$ cat config.mk
export PLATFORM = sky130hd
export DESIGN_NAME = tag_free_list
export DESIGN_NICKNAME = d
export VERILOG_FILES = /design/src/rtl/tag_free_list_pkg.sv /design/src/rtl/tag_free_list_free_tag_picker.sv /design/src/rtl/tag_free_list.sv
export SDC_FILE = /design/constraint.sdc
export NUM_CORES = 2
export LEC_CHECK = 0
export CAP_MARGIN = 20
export CELL_PAD_IN_SITES_DETAIL_PLACEMENT = 0
export CELL_PAD_IN_SITES_GLOBAL_PLACEMENT = 1
export CORE_MARGIN = 3
export CORE_UTILIZATION = 49
export CTS_BUF_LIST = sky130_fd_sc_hd__clkbuf_4
export DETAILED_ROUTE_END_ITERATION = 8
export PLACE_DENSITY_LB_ADDON = 0.2
export SLEW_MARGIN = 20
export SYNTH_ARGS = -nofsm -noshare
export SYNTH_HDL_FRONTEND = slang
export SYNTH_HIERARCHICAL = 1
export SYNTH_SLANG_ARGS = --single-unit
export TNS_END_PERCENT = 20
$ cat constraint.sdc
create_clock -name clk -period 19.8 [get_ports clk]
set_clock_uncertainty 0.05 [all_clocks]
set_input_delay 2.97 -clock clk [delete_from_list [all_inputs] [get_ports clk]]
set_output_delay 2.97 -clock clk [all_outputs]
set_load 0.01 [all_outputs]
$ cat src/rtl/tag_free_list_pkg.sv
// Shared types and sizing for the rename-stage physical tag free list.
package tag_free_list_pkg;
    localparam int NUM_ISSUE  = 4;
    localparam int NUM_COMMIT = 4;
    localparam int TAG_SIZE   = 7;
    localparam int NUM_TAGS   = 1 << (TAG_SIZE - 1);
    localparam int IDX_W      = TAG_SIZE - 1;

    typedef logic [TAG_SIZE-1:0] Tag;
    typedef logic [IDX_W-1:0]    TagIdx;

    typedef enum logic {
        NORMAL  = 1'b0,
        RECOVER = 1'b1
    } TagFreeListState;

    // Tags with the MSB set name immediates/zero and never occupy a physical slot.
    function automatic logic is_alloc_tag(input Tag t);
        return !t[TAG_SIZE-1];
    endfunction

    function automatic TagIdx tag_idx(input Tag t);
        return t[IDX_W-1:0];
    endfunction
endpackage

$ cat src/rtl/tag_free_list_free_tag_picker.sv
// Finds the first K set bits of a free bitvector, scanning upward from a start
// offset with wrap-around; reports each hit as an absolute index.
module free_tag_picker #(
    parameter int N = 64,
    parameter int K = 4,
    parameter int W = $clog2(N)
) (
    input  logic [N-1:0] i_free,
    input  logic [W-1:0] i_offset,
    output logic [W-1:0] o_idx   [K],
    output logic [K-1:0] o_valid
);
    logic [N-1:0] w_rotated;

    // Bit j of the rotated view is the tag j places past the offset.
    for (genvar gi = 0; gi < N; gi++) begin : g_rot
        assign w_rotated[gi] = i_free[W'(gi) + i_offset];
    end

    for (genvar gi = 0; gi < K; gi++) begin : g_slot
        logic [N-1:0] w_mask;
        logic [W-1:0] w_pos;
        logic         w_hit;

        if (gi == 0) begin : g_first
            assign w_mask = w_rotated;
        end else begin : g_chain
            assign w_mask = g_slot[gi-1].w_mask & ~(N'(1) << g_slot[gi-1].w_pos);
        end

        always_comb begin
            w_pos = '0;
            w_hit = 1'b0;
            for (int j = N - 1; j >= 0; j--) begin
                if (w_mask[j]) begin
                    w_pos = W'(j);
                    w_hit = 1'b1;
                end
            end
        end

        assign o_idx[gi]   = w_pos + i_offset;
        assign o_valid[gi] = w_hit;
    end
endmodule

$ cat src/rtl/tag_free_list.sv
// Physical tag free list for rename: offers free tags, reclaims on commit, rebuilds after mispredict.
// Optional TAG_FREE_LIST_ROTATE_EN: free-tag search starts at a rotating pointer.
module tag_free_list
    import tag_free_list_pkg::*;
(
    input  logic clk,
    input  logic rst,
    input  logic IN_mispred,
    input  logic IN_mispredFlush,
    input  logic IN_issueValid     [NUM_ISSUE],
    output Tag   OUT_issueTags     [NUM_ISSUE],
    output logic OUT_issueTagValid [NUM_ISSUE],
    input  logic IN_commitValid    [NUM_COMMIT],
    input  logic IN_commitWrites   [NUM_COMMIT],
    input  Tag   IN_commitTags     [NUM_COMMIT],
    input  Tag   IN_commitPrevTags [NUM_COMMIT],
    output Tag   OUT_freeCount,
    output logic OUT_stall
);
    logic [NUM_TAGS-1:0]  r_spec_used;
    logic [NUM_TAGS-1:0]  r_com_used;
    TagFreeListState      r_state;
    Tag                   r_free_count;

    logic [NUM_TAGS-1:0]  w_spec_next;
    logic [NUM_TAGS-1:0]  w_com_next;
    logic [NUM_TAGS-1:0]  w_free;
    TagIdx                w_offset;
    TagIdx                w_pick_idx [NUM_ISSUE];
    logic [NUM_ISSUE-1:0] w_pick_hit;
    logic [NUM_ISSUE-1:0] w_issue_take;
    logic                 w_issue_en;
    logic                 w_commit_en;
    logic                 w_replay_en;

`ifdef TAG_FREE_LIST_ROTATE_EN
    TagIdx r_ptr;
    TagIdx w_ptr_next;
    assign w_offset = r_ptr;
`else
    assign w_offset = '0;
`endif

    assign w_free = ~r_spec_used;

    free_tag_picker #(
        .N (NUM_TAGS),
        .K (NUM_ISSUE),
        .W (IDX_W)
    ) u_picker (
        .i_free   (w_free),
        .i_offset (w_offset),
        .o_idx    (w_pick_idx),
        .o_valid  (w_pick_hit)
    );

    assign OUT_stall     = (r_state == RECOVER);
    assign OUT_freeCount = r_free_count;
    assign w_issue_en    = !IN_mispred && !OUT_stall;
    assign w_commit_en   = !IN_mispredFlush;
    assign w_replay_en   = IN_mispredFlush && !IN_mispred;

    for (genvar gi = 0; gi < NUM_ISSUE; gi++) begin : g_offer
        assign OUT_issueTags[gi]     = {1'b0, w_pick_idx[gi]};
        assign OUT_issueTagValid[gi] = w_pick_hit[gi] && !OUT_stall;
        assign w_issue_take[gi]      = w_issue_en && IN_issueValid[gi] && OUT_issueTagValid[gi];
    end

    // All clears are applied before any set so a same-cycle set of a tag wins.
    always_comb begin
        w_com_next  = r_com_used;
        w_spec_next = r_spec_used;
        for (int c = 0; c < NUM_COMMIT; c++) begin
            if (w_commit_en && IN_commitValid[c] && IN_commitWrites[c]
                    && is_alloc_tag(IN_commitPrevTags[c])) begin
                w_com_next[tag_idx(IN_commitPrevTags[c])]  = 1'b0;
                w_spec_next[tag_idx(IN_commitPrevTags[c])] = 1'b0;
            end
        end
        for (int i = 0; i < NUM_ISSUE; i++) begin
            if (w_issue_take[i]) begin
                w_spec_next[w_pick_idx[i]] = 1'b1;
            end
        end
        for (int c = 0; c < NUM_COMMIT; c++) begin
            if (IN_commitValid[c] && IN_commitWrites[c] && is_alloc_tag(IN_commitTags[c])) begin
                if (w_commit_en) begin
                    w_com_next[tag_idx(IN_commitTags[c])]  = 1'b1;
                    w_spec_next[tag_idx(IN_commitTags[c])] = 1'b1;
                end
                if (w_replay_en) begin
                    w_spec_next[tag_idx(IN_commitTags[c])] = 1'b1;
                end
            end
        end
        if (IN_mispred) begin
            w_spec_next = w_com_next;
        end
    end

`ifdef TAG_FREE_LIST_ROTATE_EN
    // The highest issuing slot holds the furthest tag in wrap order.
    always_comb begin
        w_ptr_next = r_ptr;
        for (int i = 0; i < NUM_ISSUE; i++) begin
            if (w_issue_take[i]) begin
                w_ptr_next = w_pick_idx[i] + TagIdx'(1);
            end
        end
    end

    always_ff @(posedge clk or posedge rst) begin
        if (rst) begin
            r_ptr <= '0;
        end else begin
            r_ptr <= w_ptr_next;
        end
    end
`endif

    always_ff @(posedge clk or posedge rst) begin
        if (rst) begin
            r_spec_used  <= '0;
            r_com_used   <= '0;
            r_free_count <= TAG_SIZE'(NUM_TAGS);
            r_state      <= NORMAL;
        end else begin
            r_spec_used  <= w_spec_next;
            r_com_used   <= w_com_next;
            r_free_count <= TAG_SIZE'(NUM_TAGS - $countones(w_spec_next));
            case (r_state)
                NORMAL: begin
                    if (IN_mispred) begin
                        r_state <= RECOVER;
                    end
                end
                RECOVER: begin
                    if (!IN_mispred && !IN_mispredFlush) begin
                        r_state <= NORMAL;
                    end
                end
                default: r_state <= NORMAL;
            endcase
        end
    end

    for (genvar gi = 0; gi < NUM_ISSUE; gi++) begin : g_chk
        a_issue_needs_offer: assert property (@(posedge clk) disable iff (rst)
            (IN_issueValid[gi] && !OUT_stall && !IN_mispred) |-> OUT_issueTagValid[gi]);
    end
endmodule

==> flow_summary.toml <==
[grt]
globalRoute.totalOverflow = 0
grt_first_pass_wirelength_um = 223000
grt_antenna_before_repair = 4
maximum_number_of_pins_on_one_net_before_global_route_repair = 116
number_of_global_route_vias_before_repair = 33000
grtUsageTotal_pct = 46.2

[drt]
dr.pass1.iters = 9
routed-via-count = 36000
first_iteration_detailed_routing_drc_count = 6365
remaining_drcs = 3
top_signal_layer_used = "met5"
detail_route.vias_per_cell = 7.66
drt_total_wl_um = 154000
route.antenna.remaining_nets = 0
drt-met1-wl_um = 53100
drt-wirelength-per-cell_um = 32.8
wl_met3_um = 18700
wl_met2_um = 66900

[clocking]
postCtsSetupRepairBufs = 0
clk_latency_ns = 0.58
cts_buffers = 17
hold_buffers = 0
cts.path.max_buffers = 2
clock_sink_count = 136
root_buffer = "sky130_fd_sc_hd__clkbuf_4"
cts_htree_levels = 4
tritoncts_clock_tree = "built"
register_clock_pin_slew_on_the_reported_worst_setup_and_hold_paths_ns = 0.14
count_of_instances_resized_after_the_clock_tree_is_built = 0

[setup_path]
setup.worst_path.class = "flip-flop to flip-flop"
r2r_end = "OUT_freeCount[6]$_DFF_PP1_"
critical_path.startpoint_type = "flip-flop"
slowest_stage_delay_on_critical_path_ns = 0.77
r2r_start = "r_spec_used[22]$_DFF_PP0_"
timing.critical_path.arrival_ns = 19.45
worst_ep_required_time_ns = 20.25
worst-r2r-setup-slack_ns = 0.80
critical_path.endpoint_type = "flip-flop"
cp_max_fo = 22
cp_slowest_cell = "sky130_fd_sc_hd__o31ai_2"
rr_worst_depth = 61

[timing]
hold_slack_ns = 0.436
setup-tns-final_ns = 0
final_critical_delay_including_setup_and_external_delays_ns = 19.00
finalHoldViolCount = 0
setup_viol_count_final = 0
timing.final.max_slew_violations = 0
tightest_slew_ns = 1.25
clock.fmax_ghz = 0.0526
post-route-period-util_pct = 96.0
timing.slew.headroom_pct = 16.4
grt_setup_unrepaired = "no"

[synthesis]
post_synth_mux_area_share_pct = 15.0
avgSynthCellArea_um2 = 8.03
postSynthCellCount = 3791
synth_warnings = 6
ys_top_cells_by_area = "sky130_fd_sc_hd__mux4_2 (12%), sky130_fd_sc_hd__dfrtp_1 (11%), sky130_fd_sc_hd__ha_1 (4.1%)"
synth-edff-count = 0
synth-async-reset-ratio_pct = 100
synth-simple-area-share_pct = 25.5
synth-seq-cells = 136
synth_top_family_by_area = "compound AO/OA/AOI/OAI gates"
synth-compound-area-share_pct = 30.3
synthDominantAreaCellType = "sky130_fd_sc_hd__mux4_2"
area_of_the_mapped_netlist_um2 = 30400
synth-xor-area-share_pct = 2.61
yosys.cell_types.count = 132
synth_top_flop_cell = "sky130_fd_sc_hd__dfrtp_1"
yosysSeqAreaShare_pct = 11.2
synthAdderAreaFrac_pct = 7.82
synth_top_area_share_pct = 12.2

[layout]
areaGrowthSynthToFinish_pct = 8.37
fillCellCount = 5884
stdcell_area_um2 = 33000
post_route_cells_drive_above_1_share_pct = 13.9
finalNetCount = 4094
final_cell_count_no_fill = 4708

[placement]
gp_congestion = 1.06
placed_cells = 4674
detailed_place_hpwl_um = 124000
placement_stage_cell_area_um2 = 32600
buffer_ports.inserted = 107

[hold_path]
hold_crit_class = "flip-flop to flip-flop"
timing.hold.worst_path_depth = 2
timing.hold.worst_endpoint = "r_com_used[48]$_DFF_PP0_"
hp-start = "r_com_used[48]$_DFF_PP0_"

[pwr]
cellPowerDensity_nw_per_um2 = 231
power.static_leakage_nw = 12.1
totalPowerFinal_mw = 7.63
vdd_drop_max_mv = 4.06

[outcome]
outcome = "complete, but fails checks"
failed_checks = "design-rule violations"

[flow_run]
drv.max_cap_violation_count = 0

[floorplanning]
placementRows = 90
pin_count = 112
design.die.area_um2 = 65100
die_height_um = 255
die_extent_in_x_um = 255
standard_cell_core_area_um2 = 60900
floorplan.initialDensity_pct = 50.0
[power breakdown]
part	leakage (nW)	internal [mW]	switching (mW)	total, mW
registers	1.72	0.456	0.0354	0.491
logic	10.2	3.00	3.93	6.93
clock network	0.177	0.0830	0.129	0.212
total	12.1	3.54	4.09	7.63
[worst max-delay path, delay by kind of cell, from the launching register on]
kind / cells / cell delay (ns)
buffers and inverters: 10 / 0.94
adders and majority gates: 12 / 4.97
and+or+nand+nor: 12 / 3.27
xor gates and xnor gates: 2 / 0.31
muxes: 2 / 1.20
DFF: 1 / 0.47
AOI/OAI and AO/OA: 23 / 7.65
[layout make-up]
class	instances	area [um2]	area share, %
antenna	1	2.50	0.00759
clock buffer	17	128	0.387
clock inverter	15	206	0.626
inverter	284	1070	3.25
multi-input combinational	3180	25000	75.9
sequential	136	3400	10.3
tap	828	1040	3.14
timing repair buffer	247	2110	6.40
[per-layer routing]
metal | global-route usage, % | up-vias
met1 | 56.0 | 17100
met5 | 0 | -
met2 | 71.6 | 3029
met3 | 10.3 | 798
li1 | - | 15100
met4 | 35.6 | 4
[how the worst max path moves through the flow]
| stage | start | endpoint | slack, ns | depth (start not counted) |
|---|---|---|---|---|
| 6_report | r_spec_used[22]$_DFF_PP0_ | OUT_freeCount[6]$_DFF_PP1_ | 0.80 | 61 |
| 5_1_grt | r_spec_used[22]$_DFF_PP0_ | OUT_freeCount[6]$_DFF_PP1_ | 0.18 | 61 |
| 4_1_cts | r_spec_used[22]$_DFF_PP0_ | OUT_freeCount[6]$_DFF_PP1_ | 0.63 | 61 |
| 3_5_place_dp | r_spec_used[22]$_DFF_PP0_ | OUT_freeCount[6]$_DFF_PP1_ | 0.75 | 61 |
| 3_3_place_gp | r_spec_used[22]$_DFF_PP0_ | OUT_freeCount[6]$_DFF_PP1_ | 0.73 | 61 |
| 2_1_floorplan | r_spec_used[25]$_DFF_PP0_ | OUT_freeCount[6]$_DFF_PP1_ | 4.50 | 61 |
[sequential cells by signal, summed over array words and instances, names as in the netlist]
| name | cells |
|---|---|
| r_com_used | 64 |
| r_spec_used | 64 |
| OUT_freeCount | 7 |
| OUT_stall | 1 |
[through the flow]
stage	util [%]	worst slack, ns
2_1_floorplan	-	4.50
3_3_place_gp	53.5	0.731
3_5_place_dp	53.5	0.755
4_1_cts	54.0	0.628
5_1_grt	54.1	0.184
6_report	54.1	0.799
[kinds of logic (layout without fill, tap and decap cells)]
group                    Yosys count  count (layout)
buffers and inverters            527             563
multiplexers                     247             247
adder cells (fa/ha/maj)          156             156
flip-flops                       136             136
other                              1              54
AO/OA/AOI/OAI                   1231            1231
XOR/XNOR                          88              88
AND/OR/NAND/NOR                 1405            1405
[synthesized netlist by cell type, drive strengths merged (21+ instances only)]
| cell | n |
|---|---|
| a2111oi | 30 |
| a211oi | 62 |
| a21boi | 23 |
| a21o | 36 |
| a21oi | 133 |
| a221o | 37 |
| a221oi | 90 |
| a22oi | 47 |
| a31oi | 51 |
| a32o | 26 |
| a32oi | 21 |
| and2 | 48 |
| and3 | 38 |
| and4 | 28 |
| buf | 126 |
| clkbuf | 117 |
| dfrtp | 135 |
| fa | 57 |
| ha | 99 |
| inv | 282 |
| mux2 | 24 |
| mux2i | 58 |
| mux4 | 165 |
| nand2 | 291 |
| nand2b | 41 |
| nand3 | 153 |
| nand3b | 48 |
| nand4 | 52 |
| nor2 | 234 |
| nor2b | 34 |
| nor3 | 159 |
| nor3b | 39 |
| nor4 | 65 |
| o211ai | 43 |
| o21a | 26 |
| o21ai | 161 |
| o22ai | 138 |
| o31a | 38 |
| o31ai | 48 |
| or2 | 40 |
| or3 | 33 |
| or3b | 24 |
| xnor2 | 78 |
[layout by cell type, fill, tap and decap left out, types with 41 or more instances in the layout]
cell / instances
sky130_fd_sc_hd__nand2_1: 287
sky130_fd_sc_hd__inv_1: 270
sky130_fd_sc_hd__nor2_1: 232
sky130_fd_sc_hd__mux4_2: 165
sky130_fd_sc_hd__nor3_1: 155
sky130_fd_sc_hd__nand3_1: 151
sky130_fd_sc_hd__buf_4: 139
sky130_fd_sc_hd__o22ai_1: 137
sky130_fd_sc_hd__o21ai_0: 136
sky130_fd_sc_hd__dfrtp_1: 135
sky130_fd_sc_hd__a21oi_1: 132
sky130_fd_sc_hd__clkdlybuf4s50_1: 105
sky130_fd_sc_hd__ha_1: 99
sky130_fd_sc_hd__a221oi_1: 86
sky130_fd_sc_hd__xnor2_1: 75
sky130_fd_sc_hd__nor4_1: 58
sky130_fd_sc_hd__fa_1: 57
sky130_fd_sc_hd__a211oi_1: 56
sky130_fd_sc_hd__mux2i_1: 55
sky130_fd_sc_hd__conb_1: 53
sky130_fd_sc_hd__nand4_1: 52
sky130_fd_sc_hd__a31oi_1: 50
sky130_fd_sc_hd__nand3b_1: 48
sky130_fd_sc_hd__a22oi_1: 46
sky130_fd_sc_hd__and2_1: 43
sky130_fd_sc_hd__o211ai_1: 43
sky130_fd_sc_hd__o31ai_1: 42
sky130_fd_sc_hd__nand2b_1: 41
Note: power is estimated with default switching activity, not from simulation.
